### src/rtl/dds_freq_meter.sv
`default_nettype none
// ============================================================================
// Module   : dds_freq_meter
// Brief    : Period meter for offset-binary sine samples using a hysteresis
//            comparator and an NCYC-cycle gate. Define DDS_FMETER_FWORD_EN to
//            add a serial divider that turns the period into a frequency word.
// Revision : 1.0 - initial release
// ============================================================================
module dds_freq_meter #(
    parameter int DW      = 8,
    parameter int MID     = 128,
    parameter int HYST    = 8,
    parameter int NCYC    = 16,
    parameter int CW      = 32,
    parameter int TIMEOUT = 1000000
) (
    input  logic          clk,
    input  logic          rst,
    input  logic          sample_valid,
    input  logic [DW-1:0] sample,
    output logic [CW-1:0] meas_period,
    output logic          meas_valid,
    output logic          locked,
    output logic          timeout,
    output logic [31:0]   fword,
    output logic          fword_valid
);

    localparam int c_edge_w = $clog2(NCYC + 1);

    localparam logic [1:0] c_cmp_init = 2'd0;
    localparam logic [1:0] c_cmp_lo   = 2'd1;
    localparam logic [1:0] c_cmp_hi   = 2'd2;

    localparam logic c_st_idle = 1'b0;
    localparam logic c_st_meas = 1'b1;

    localparam logic [DW:0]       c_mid      = (DW+1)'(MID);
    localparam logic [DW:0]       c_hyst     = (DW+1)'(HYST);
    localparam logic [DW:0]       c_hi_th    = (DW+1)'(MID + HYST);
    localparam logic [CW-1:0]     c_to_last  = CW'(TIMEOUT - 1);
    localparam logic [c_edge_w-1:0] c_ncyc   = c_edge_w'(NCYC);

    logic [1:0]          r_cmp;
    logic                r_state;
    logic                w_state_next;
    logic [CW-1:0]       r_cyc_cnt;
    logic [c_edge_w-1:0] r_edge_cnt;
    logic [CW-1:0]       r_meas_period;
    logic                r_meas_valid;
    logic                r_locked;
    logic                r_timeout;

    logic [DW:0] w_samp_x;
    logic        w_hi_hit;
    logic        w_lo_hit;
    logic        w_rise;
    logic        w_gate_done;
    logic        w_to_hit;

    // Thresholds evaluated one bit wider so MID+HYST and sample+HYST never wrap.
    assign w_samp_x = {1'b0, sample};
    assign w_hi_hit = (w_samp_x >= c_hi_th);
    assign w_lo_hit = ((w_samp_x + c_hyst) <= c_mid);
    assign w_rise   = sample_valid && (r_cmp == c_cmp_lo) && w_hi_hit;

    always_ff @(posedge clk) begin
        if (rst) begin
            r_cmp <= c_cmp_init;
        end else if (sample_valid) begin
            case (r_cmp)
                c_cmp_init: r_cmp <= (w_samp_x >= c_mid) ? c_cmp_hi : c_cmp_lo;
                c_cmp_lo:   if (w_hi_hit) r_cmp <= c_cmp_hi;
                c_cmp_hi:   if (w_lo_hit) r_cmp <= c_cmp_lo;
                default:    r_cmp <= c_cmp_init;
            endcase
        end
    end

    always_comb begin
        w_state_next = r_state;
        w_gate_done  = 1'b0;
        w_to_hit     = 1'b0;
        case (r_state)
            c_st_idle: begin
                if (w_rise) w_state_next = c_st_meas;
            end
            c_st_meas: begin
                w_gate_done = w_rise && ((r_edge_cnt + 1'b1) == c_ncyc);
                // A completing edge on the last allowed clock still counts as a gate.
                w_to_hit    = !w_gate_done && (r_cyc_cnt == c_to_last);
                if (w_to_hit) w_state_next = c_st_idle;
            end
            default: w_state_next = c_st_idle;
        endcase
    end

    always_ff @(posedge clk) begin
        if (rst) begin
            r_state <= c_st_idle;
        end else begin
            r_state <= w_state_next;
        end
    end

    always_ff @(posedge clk) begin
        if (rst) begin
            r_cyc_cnt     <= '0;
            r_edge_cnt    <= '0;
            r_meas_period <= '0;
            r_meas_valid  <= 1'b0;
            r_locked      <= 1'b0;
            r_timeout     <= 1'b0;
        end else begin
            r_meas_valid <= w_gate_done;
            r_timeout    <= w_to_hit;
            if (w_gate_done) begin
                r_meas_period <= r_cyc_cnt + 1'b1;
                r_locked      <= 1'b1;
            end else if (w_to_hit) begin
                r_locked <= 1'b0;
            end
            if (r_state == c_st_idle || w_gate_done || w_to_hit) begin
                r_cyc_cnt  <= '0;
                r_edge_cnt <= '0;
            end else begin
                r_cyc_cnt <= r_cyc_cnt + 1'b1;
                if (w_rise) r_edge_cnt <= r_edge_cnt + 1'b1;
            end
        end
    end

    assign meas_period = r_meas_period;
    assign meas_valid  = r_meas_valid;
    assign locked      = r_locked;
    assign timeout     = r_timeout;

`ifdef DDS_FMETER_FWORD_EN
    // Restoring divide of NCYC*2^32 by the period; the dividend's low 32 bits
    // are zero so the remainder starts at NCYC and shifts in zeros.
    logic          r_div_busy;
    logic [4:0]    r_div_cnt;
    logic [CW-1:0] r_rem;
    logic [31:0]   r_quo;
    logic          r_sat;
    logic [31:0]   r_fword;
    logic          r_fword_valid;

    logic [CW:0]   w_rem_sh;
    logic          w_ge;
    logic [CW-1:0] w_rem_nx;
    logic [31:0]   w_quo_nx;

    assign w_rem_sh = {r_rem, 1'b0};
    assign w_ge     = (w_rem_sh >= {1'b0, r_meas_period});
    assign w_rem_nx = w_ge ? CW'(w_rem_sh - {1'b0, r_meas_period}) : CW'(w_rem_sh);
    assign w_quo_nx = {r_quo[30:0], w_ge};

    always_ff @(posedge clk) begin
        if (rst) begin
            r_div_busy    <= 1'b0;
            r_div_cnt     <= '0;
            r_rem         <= '0;
            r_quo         <= '0;
            r_sat         <= 1'b0;
            r_fword       <= '0;
            r_fword_valid <= 1'b0;
        end else begin
            r_fword_valid <= 1'b0;
            if (r_meas_valid) begin
                r_div_busy <= 1'b1;
                r_div_cnt  <= '0;
                r_rem      <= CW'(NCYC);
                r_quo      <= '0;
                // Quotient reaches 2^32 whenever the period is not above NCYC.
                r_sat      <= (r_meas_period <= CW'(NCYC));
            end else if (r_div_busy) begin
                r_rem     <= w_rem_nx;
                r_quo     <= w_quo_nx;
                r_div_cnt <= r_div_cnt + 1'b1;
                if (r_div_cnt == 5'd31) begin
                    r_div_busy    <= 1'b0;
                    r_fword_valid <= 1'b1;
                    r_fword       <= r_sat ? 32'hFFFF_FFFF : w_quo_nx;
                end
            end
        end
    end

    assign fword       = r_fword;
    assign fword_valid = r_fword_valid;
`else
    assign fword       = '0;
    assign fword_valid = 1'b0;
`endif

endmodule
`default_nettype wire

### config.mk
export PLATFORM = sky130hd
export DESIGN_NAME = dds_freq_meter
export DESIGN_NICKNAME = d
export VERILOG_FILES = /design/src/rtl/dds_freq_meter.sv
export SDC_FILE = /design/constraint.sdc
export NUM_CORES = 1
export LEC_CHECK = 0
export CORE_MARGIN = 2
export CORE_UTILIZATION = 45
export DETAILED_ROUTE_END_ITERATION = 6
export MAX_ROUTING_LAYER = met4
export PLACE_DENSITY = 0.85
export RECOVER_POWER = 50
export SLEW_MARGIN = 20
export SYNTH_ARGS = -nofsm -noshare
export SYNTH_HDL_FRONTEND = slang
export SYNTH_SLANG_ARGS = --single-unit
### constraint.sdc
create_clock -name clk -period 2.4 [get_ports clk]
set_input_delay 0.36 -clock clk [delete_from_list [all_inputs] [get_ports clk]]
set_output_delay 0.36 -clock clk [all_outputs]
set_load 0.05 [all_outputs]
==> run summary, run 1 <==
Unrepaired setup endpoints after global routing: false
Tot GR Track Use: 18.0%
Final Hold Fails: 0
Die Wd: 91.4 um
Max Freq: 0.484 GHz
Global-route wire length before repair: 11,700 um
DIE AREA: 0.00836 mm^2
#FFs+latches synth: 75
Final setup fails: 0
Routed wire length: 6880 um
Warnings, synthesis: 0
Crit path required time: 2.63 ns
Reg area: 0.00150 mm^2
Seq/Total Area, Yosys: 43.7%
Cells after synthesis: 382
Antenna cells: 0
CTS tree: built
Filler cells: 659
Remaining global-route overflow: 0
# clock sinks: 75
Worst slew margin: 65.8%
Main synth FF type: dfxtp_1
Num CTS Buffers: 9
Antenna violations before repair: 0
Worst-Margin Slew: 0.512 ns
GP Congestion: 0.852
Vias in the first global route: 2,614
Drc violations: 0
Synthesized area: 0.00344 mm^2
DRT Pass-1 Iters: 4
Buffers on Ports: 45
Fin area: 0.00404 mm^2
Die Ht: 91.4 um
Max-cap viol count: 0
Post-Syn Area per Cell: 9.00 um^2
H-tree depth: 3
Fin Setup TNS: 0 ns
CTS Buffer Depth: 2
Multi-input logic area: 0.00170 mm^2
Synth cell types: 42
VDD IR max: 381 uV
WS Path Type: reg2reg
Wire length per cell: 13.0 um
Status: finished clean
Final period util: 86.1%
Final core occ: 55.2%
Core Area: 0.00733 mm^2
Starting DRT DRC Count: 154
Post-CTS setup buffers: 0
Area after DPL: 0.00388 mm^2
Via/cell ratio: 5.10
Final nets: 440
Layout cells sized above 1: 8.37%
Largest net degree at the start of global routing: 36
Pwr Density: 556 mW/mm^2
Root buffer cell: clkbuf_8
Worst Hold Class: reg2reg
Cell Rows: 31
Critical path arrival: 2.30 ns
Final Max Tran Viols: 0
Asr flop ratio synth: 0%
Synthesis-to-finish area growth: 17.6%
Hold-fix buffers, CTS: 0
Reg clk slew, reported paths: 0.07 ns
I/O pin total: 79
Vias: 2,697
ANT nets after route: 0
Worst Setup End Kind: flop
Clk_lat worst skew: 0.36 ns
Final HPWL DP: 4930 um
Final Critical Period: 2.07 ns
Post-synth EDFFs: 0
Leak Pwr: 1.45 nW
Starting Density: 46.9%
CP Max Fanout: 11
Startpoint types: flop
Post-cts repair resize count: 0
Clk_skew: 0.00655 ns
-- state kept, by name, summed over array words and instances, names as in the netlist --
| signal | count |
|---|---|
| r_cyc_cnt | 32 |
| r_edge_cnt | 5 |
| r_cmp | 2 |
| meas_period | 32 |
| meas_valid | 1 |
| r_state | 1 |
| timeout | 1 |
| locked | 1 |
-- area by class of cell --
type | instances | share of cell area [%]
clock buffers | 12 | 3.59
clock inverters | 3 | 0.371
well taps | 99 | 3.06
flip-flops and latches | 75 | 37.1
inverters | 6 | 0.557
repair buffers | 52 | 13.4
multi-input cells | 282 | 41.9
-- cell usage after synthesis, types with 2 or more instances --
library cell / number / area, um^2
buf_2: 5 / 25.0
nor4_1: 3 / 18.8
xnor2_1: 20 / 175
a21oi_1: 5 / 25.0
ha_1: 3 / 37.5
a211oi_2: 4 / 50.1
nor2_1: 81 / 304
dfxtp_1: 75 / 1500
xor2_1: 15 / 131
nand3_1: 14 / 70.1
nand2_1: 17 / 63.8
or4_1: 2 / 15.0
nor4_2: 2 / 25.0
nand4_1: 12 / 75.1
and3_1: 5 / 31.3
nor3_1: 5 / 25.0
nor3_2: 5 / 50.1
nand3b_1: 2 / 15.0
and4_1: 4 / 35.0
o21ai_0: 2 / 10.0
nor2b_1: 2 / 12.5
a211oi_1: 27 / 203
mux2i_1: 3 / 30.0
inv_1: 6 / 22.5
buf_4: 34 / 255
clkbuf_1: 10 / 37.5
a311oi_1: 2 / 17.5
buf_6: 2 / 22.5
nor4b_1: 2 / 17.5
-- power by group --
group	internal [W]	leakage, nW	switching, W	total (W)
combinational	0.0000266	0.758	0.000144	0.000171
clock	0.000393	0.0860	0.000435	0.000828
sequential	0.00125	0.604	0.00000385	0.00125
total	0.00167	1.45	0.000583	0.00225
-- layout by cell type (no fill, tap or decap), types with 4 or more instances in the layout --
master,netlist,routed
nor2_1,81,81
dfxtp_1,75,75
dlygate4sd3_1,0,36
conb_1,1,33
a211oi_1,27,27
xnor2_1,20,20
nand2_1,17,17
xor2_1,15,15
nand3_1,14,14
nand4_1,12,12
clkbuf_8,0,10
clkdlybuf4s50_1,0,9
inv_1,6,6
and3_1,5,5
nor3_1,5,5
nor3_2,5,5
a21oi_1,5,5
and4_1,4,4
a211oi_2,4,4
buf_4,34,4
-- cell families after synthesis --
kind of cell	after synthesis	share of synthesized area, %
buffers and inverters	57	10.5
muxes	3	0.873
DFF	75	43.7
and+or+nand+nor	162	24.1
AOI/OAI and AO/OA	46	10.7
adders and majority gates	3	1.09
other	1	0.109
xor gates and xnor gates	35	8.91
-- per-stage QoR --
step | cells | worst slack [ns] | total power, W | hold slack [ns]
floorplan | 414 | 0.429 | 0.00146 | 0.444
global placement | 514 | 0.172 | 0.00145 | 0.455
detailed placement | 514 | 0.117 | 0.00145 | 0.491
CTS | 529 | 0.315 | 0.00226 | 0.505
global route | 529 | 0.106 | 0.00233 | 0.520
finish | 529 | 0.334 | 0.00225 | 0.496
-- metal layers --
metal | routed length, um | share of wire [%] | GRT usage [%] | vias to the layer above
li1 | - | - | - | 1344
met5 | 0 | 0 | - | -
met1 | 3070 | 45 | 20.3 | 1260
met4 | 258 | 3.8 | 11.2 | 0
met3 | 293 | 4.3 | 5.31 | 21
met2 | 3250 | 47 | 27.9 | 72
-- critical path: stages (launching register included) --
cell,delay [ns]
dfxtp_1,0.48
nand4_4,0.16
or4b_4,0.69
nor4_2,0.31
xnor2_1,0.20
a211oi_2,0.10
-- path summary, 6_finish.rpt --
path / depth (start not counted) / start / slack, ns / end
worst max-delay path: 5 / r_cyc_cnt[6]$_SDFF_PP0_ / 0.33 / meas_period[31]$_SDFFE_PP0P_
worst min-delay path: 2 / meas_period[6]$_SDFFE_PP0P_ / 0.50 / meas_period[6]$_SDFFE_PP0P_
worst max register to register: 5 / r_cyc_cnt[6]$_SDFF_PP0_ / 0.33 / meas_period[31]$_SDFFE_PP0P_
worst min register to register: 2 / meas_period[6]$_SDFFE_PP0P_ / 0.50 / meas_period[6]$_SDFFE_PP0P_
Power figures use the tool's default switching activity.
==> run 2, diff against run 1 <==
--- a/config.mk
+++ b/config.mk
@@ -5,6 +5,7 @@
 export SDC_FILE = /design/constraint.sdc
 export NUM_CORES = 1
 export LEC_CHECK = 0
+export CAP_MARGIN = 20
 export CORE_MARGIN = 2
 export CORE_UTILIZATION = 45
 export DETAILED_ROUTE_END_ITERATION = 6
==> results of run 2 <==
Final layout, timing and power as in run 1 (identical DEF).
==> run 3, diff against run 2 <==
--- a/config.mk
+++ b/config.mk
@@ -12,6 +12,7 @@
 export MAX_ROUTING_LAYER = met4
 export PLACE_DENSITY = 0.85
 export RECOVER_POWER = 50
+export SKIP_LAST_GASP = 1
 export SLEW_MARGIN = 20
 export SYNTH_ARGS = -nofsm -noshare
 export SYNTH_HDL_FRONTEND = slang
==> results of run 3 <==
Final layout, timing and power as in run 1 (identical DEF).
